$ cat config.mk
export PLATFORM = sky130hd
export DESIGN_NAME = alu_issue_seq
export DESIGN_NICKNAME = d
export VERILOG_FILES = /design/src/rtl/alu_issue_seq.sv
export SDC_FILE = /design/constraint.sdc
export NUM_CORES = 1
export LEC_CHECK = 0
export ABC_CLOCK_PERIOD_IN_PS = 4900
export BUFFER_PORTS_ARGS = -buffer_cell sky130_fd_sc_hd__buf_2
export CORE_AREA = 2 2 79 81
export CTS_CLUSTER_SIZE = 40
export DETAILED_ROUTE_END_ITERATION = 16
export DIE_AREA = 0 0 81 83
export PLACE_DENSITY_LB_ADDON = 0.2
export SLEW_MARGIN = 10
export SYNTH_ARGS = -nofsm -noshare
export SYNTH_HDL_FRONTEND = slang
export SYNTH_SLANG_ARGS = --single-unit
$ cat constraint.sdc
create_clock -name clk -period 4.9 [get_ports clk]
set_input_delay 0.245 -clock clk [delete_from_list [all_inputs] [get_ports clk]]
set_output_delay 0.245 -clock clk [all_outputs]
set_load 0.05 [all_outputs]
$ cat src/rtl/alu_issue_seq.sv
// Issue sequencer for the 8-bit ALU: accepts one instruction, reads a 4x8 register file, drives the ALU for one cycle, writes back and presents the result.
// Optional build macro: ALU_ISSUE_SEQ_RESERVED_TRAP_EN traps reserved opcodes 100/101/110 instead of issuing them.
module alu_issue_seq (
    input  logic       clk,
    input  logic       rst,
    input  logic       in_valid,
    output logic       in_ready,
    input  logic       in_ld,
    input  logic [2:0] in_op,
    input  logic [1:0] in_rd,
    input  logic [1:0] in_rs1,
    input  logic [1:0] in_rs2,
    input  logic [7:0] in_imm,
    output logic [2:0] alu_funsel,
    output logic [7:0] alu_a,
    output logic [7:0] alu_b,
    input  logic [7:0] alu_result,
    input  logic       alu_zero,
    output logic       out_valid,
    input  logic       out_ready,
    output logic [7:0] out_data,
    output logic       out_zero,
    output logic       out_err
);

    typedef enum logic [1:0] {IDLE, EXEC, OUT} state_t;

    state_t      state_reg, state_next;
    logic        ld_reg;
    logic [2:0]  op_reg;
    logic [1:0]  rd_reg, rs1_reg, rs2_reg;
    logic [7:0]  imm_reg;
    logic [7:0]  rf_reg [4];
    logic [7:0]  out_data_reg;
    logic        out_zero_reg;
    logic        out_err_reg;

    logic        trap;
    logic        issue;
    logic        wr_en;
    logic [7:0]  wr_data;
    logic        wr_zero;

`ifdef ALU_ISSUE_SEQ_RESERVED_TRAP_EN
    assign trap = !ld_reg && op_reg[2] && (op_reg != 3'b111);
`else
    assign trap = 1'b0;
`endif

    always_ff @(posedge clk or posedge rst) begin
        if (rst) begin
            state_reg <= IDLE;
        end else begin
            state_reg <= state_next;
        end
    end

    always_comb begin
        state_next = state_reg;
        in_ready   = 1'b0;
        out_valid  = 1'b0;
        case (state_reg)
            IDLE: begin
                in_ready = 1'b1;
                if (in_valid) state_next = EXEC;
            end
            EXEC: state_next = OUT;
            OUT: begin
                out_valid = 1'b1;
                if (out_ready) state_next = IDLE;
            end
            default: state_next = IDLE;
        endcase
    end

    // The ALU only sees an operation in EXEC; loads and trapped opcodes leave it idle.
    assign issue      = (state_reg == EXEC) && !ld_reg && !trap;
    assign alu_funsel = issue ? op_reg : 3'b000;
    assign alu_a      = issue ? rf_reg[rs1_reg] : 8'h00;
    assign alu_b      = issue ? rf_reg[rs2_reg] : 8'h00;

    assign wr_en   = (state_reg == EXEC) && !trap;
    assign wr_data = ld_reg ? imm_reg : alu_result;
    assign wr_zero = ld_reg ? (imm_reg == 8'h00) : alu_zero;

    always_ff @(posedge clk or posedge rst) begin
        if (rst) begin
            ld_reg  <= 1'b0;
            op_reg  <= 3'b000;
            rd_reg  <= 2'd0;
            rs1_reg <= 2'd0;
            rs2_reg <= 2'd0;
            imm_reg <= 8'h00;
        end else if (in_valid && in_ready) begin
            ld_reg  <= in_ld;
            op_reg  <= in_op;
            rd_reg  <= in_rd;
            rs1_reg <= in_rs1;
            rs2_reg <= in_rs2;
            imm_reg <= in_imm;
        end
    end

    // Operands are read combinationally during EXEC, so rd==rs sees the pre-write value.
    always_ff @(posedge clk or posedge rst) begin
        if (rst) begin
            for (int i = 0; i < 4; i++) rf_reg[i] <= 8'h00;
        end else if (wr_en) begin
            rf_reg[rd_reg] <= wr_data;
        end
    end

    always_ff @(posedge clk or posedge rst) begin
        if (rst) begin
            out_data_reg <= 8'h00;
            out_zero_reg <= 1'b0;
            out_err_reg  <= 1'b0;
        end else if (state_reg == EXEC) begin
            out_data_reg <= trap ? 8'h00 : wr_data;
            out_zero_reg <= trap ? 1'b0 : wr_zero;
            out_err_reg  <= trap;
        end
    end

    assign out_data = out_data_reg;
    assign out_zero = out_zero_reg;
    assign out_err  = out_err_reg;

endmodule

==> flow_summary.toml <==
[timing]
setup_slack_ns = 2.31
timing.final.crit_share_pct = 52.8
slew_viol_final = 0
max_slew_margin_pct = 43.7
rsz0062_at_grt = "no"
period_minus_slack_ns = 2.59
hold_violations = 0
setup_violations = 0
setup_tns_ns = 0
clock_skew_ns = 0.00634
max_slew.worst_pin.slew_ns = 0.844
fmax_mhz = 386

[synthesis]
synth_top_family_by_area = "multiplexers"
synth_mux_area_share_pct = 22.4
synthXorXnorAreaFrac_pct = 0
synthArstFlopShare_pct = 100
synth_compound_area_share_pct = 7.88
synth_area_per_cell_um2 = 12.1
synth-simple-area-share_pct = 12.9
syn_inst = 238
synth_cell_types = 26
ys_seq_area_share_pct = 53.1
synth_ff_type = "dfrtp_1"
yosys_warnings = 0
syn-cell-area_um2 = 2870
synth_edf_count = 0
synthesis.nets = 269
synth_seq_cells = 61
synthAdderAreaFrac_pct = 0

[finish]
layout_common_cells = "dfrtp_1, buf_2, nor2_1, a21oi_1, and2_1"
register_area_um2 = 1530
largest_reg_flops = 32
layout_commonest_cell = "dfrtp_1"
n_antenna_cell = 0
fillers = 521
fin_cells = 376
areaGrowthSynthToFinish_pct = 19.9
layout.nets = 327
multi_input_area_um2 = 1260
drive_gt1_share_pct = 35.2
final_util_pct = 59.2

[hold_path]
hold_path_class = "input port to async pin"

[worst_setup_path]
crit_type = "flop to primary output"
crit_required_ns = 4.66
slowest_stage = "nor2_2"
crit_path_end_kind = "primary output"
cp_num_buf_inv = 1
cp_cell_sequence = "or2b_1 -> nor2_2 -> and2_1 -> buf_2"
max_stage_delay_ns = 0.58
cp.arrival_ns = 2.34
crit_family = "simple AND/OR/NAND/NOR gates"
worstSetupStartpointType = "flop"
cp_max_fo = 20

[floorplanning]
die_area_um2 = 6720
die_h_um = 83
core_um2 = 5820
die_w_um = 81
io_pins = 62
start_util_pct = 49.4
rows = 28

[global_route]
grt_start_max_net_pins = 62
antenna_found_initial = 0
grt-ovfl-total = 0
grt_pass1_vias = 1927
grt_pass1_wl_mm = 9.29
grt.total_usage_pct = 18.7

[pwr]
worst_ir_drop_vdd_uv = 401
power_frac_clock_pct = 19.4
powerDensity_nw_per_um2 = 751
p_leak_nw = 1.58
seq_power_share_pct = 38.4
p_sw_share_pct = 41.3
cell_internal_pwr_mw = 1.52
switchingPower_mw = 1.07
combPwrFrac_pct = 42.2

[clock_network]
cts_resized = 0
clkLatencyLatePin_ns = 0.34
htree_levels = 3
cts-root-buf = "clkbuf_8"
tritoncts.num_buffers = 9
cts_buffer_depth = 2
path_clk_slew_ns = 0.07
post_cts_buffers = 0
cts.sinks = 61
ctsHoldBuffers = 0
cts_tree = "built"

[placed_design]
place.gp.congestion = 0.741
preCtsSetupSlack_ns = 2.64
dpl.hpwl_mm = 3.91
numPortBuffers = 60
place_inst = 360

[route]
drtIter0Drc = 93
drt_first_pass_iters = 4
avgViaCountPerCell = 5.24
detail_route.wl_per_cell_um = 15.0
antenna_left = 0
drc = 0
wl_mm = 5.64
vias = 1969

[outcome]
status = "completed"

[job]
cap_violations = 0
==> power by group through the flow <==
| stage | combinational, mW | sequential, mW | clock (mW) |
|---|---|---|---|
| final | 1.09 | 0.994 | 0.501 |
| after floorplan | 0.864 | 0.988 | 0 |
| after global routing | 1.18 | 1.04 | 0.535 |
| after detailed placement | 1.10 | 1.01 | 0 |
| after global placement | 1.08 | 0.995 | 0 |
| after CTS | 1.10 | 0.997 | 0.512 |
==> cells in the mapped netlist, types with 3 or more instances <==
| master | count | area (um2) |
|---|---|---|
| nor2_1 | 25 | 93.8 |
| mux2_2 | 4 | 45.0 |
| nand2_1 | 16 | 60.1 |
| mux2i_1 | 8 | 80.1 |
| o21ai_0 | 17 | 85.1 |
| mux2_1 | 14 | 158 |
| dfrtp_1 | 61 | 1530 |
| inv_1 | 3 | 11.3 |
| buf_2 | 7 | 35.0 |
| a21oi_1 | 25 | 125 |
| and2_1 | 20 | 125 |
| mux4_2 | 16 | 360 |
| clkbuf_1 | 5 | 18.8 |
==> final cells by class <==
class	count	area share, %
clock buffers	12	4.51
clock inverters	4	2.03
inverters	3	0.327
multi-input cells	157	36.5
flip-flops and latches	61	44.3
well taps	75	2.73
repair buffers	64	9.59
==> tightest hold or removal path: stages <==
cell   delay, ns
buf_2       0.10
inv_2       0.03
buf_4       0.58
==> per-layer routing <==
metal  track usage, %  part of all wire (%)
met5                0                     0
met2             29.3                    48
met3             4.13                   4.9
met4             8.78                   2.2
met1             24.6                    45
==> metrics by stage <==
stage / hold WS [ns] / cell area (um2) / total power [mW]
global route: 0.121 / 3440 / 2.76
global placement: 0.457 / 3220 / 2.07
finish: 0.108 / 3440 / 2.59
floorplan: 0.353 / 2870 / 1.85
CTS: 0.104 / 3440 / 2.61
detailed placement: 0.464 / 3220 / 2.11
==> kinds of logic after synthesis <==
| family | count (synthesis) |
|---|---|
| AO/OA/AOI/OAI | 43 |
| buffers and inverters | 20 |
| flip-flops | 61 |
| multiplexers | 42 |
| other | 1 |
| AND/OR/NAND/NOR | 71 |
==> final timing paths <==
path	startpoint	endpoint	slack (ns)	depth (start not counted)
max in group asynchronous	rst	rf_reg[21]	4.30	3
worst min-delay path	rst	out_data[0]	0.11	3
worst max register to register	state_reg[1]	rd_reg[1]	3.02	3
worst min register to register	op_reg[2]	op_reg[2]	0.48	1
worst max-delay path	state_reg[1]	alu_b[5]	2.31	4
min in group clk	out_ready	state_reg[1]	0.12	2
Power figures use the tool's default switching activity.
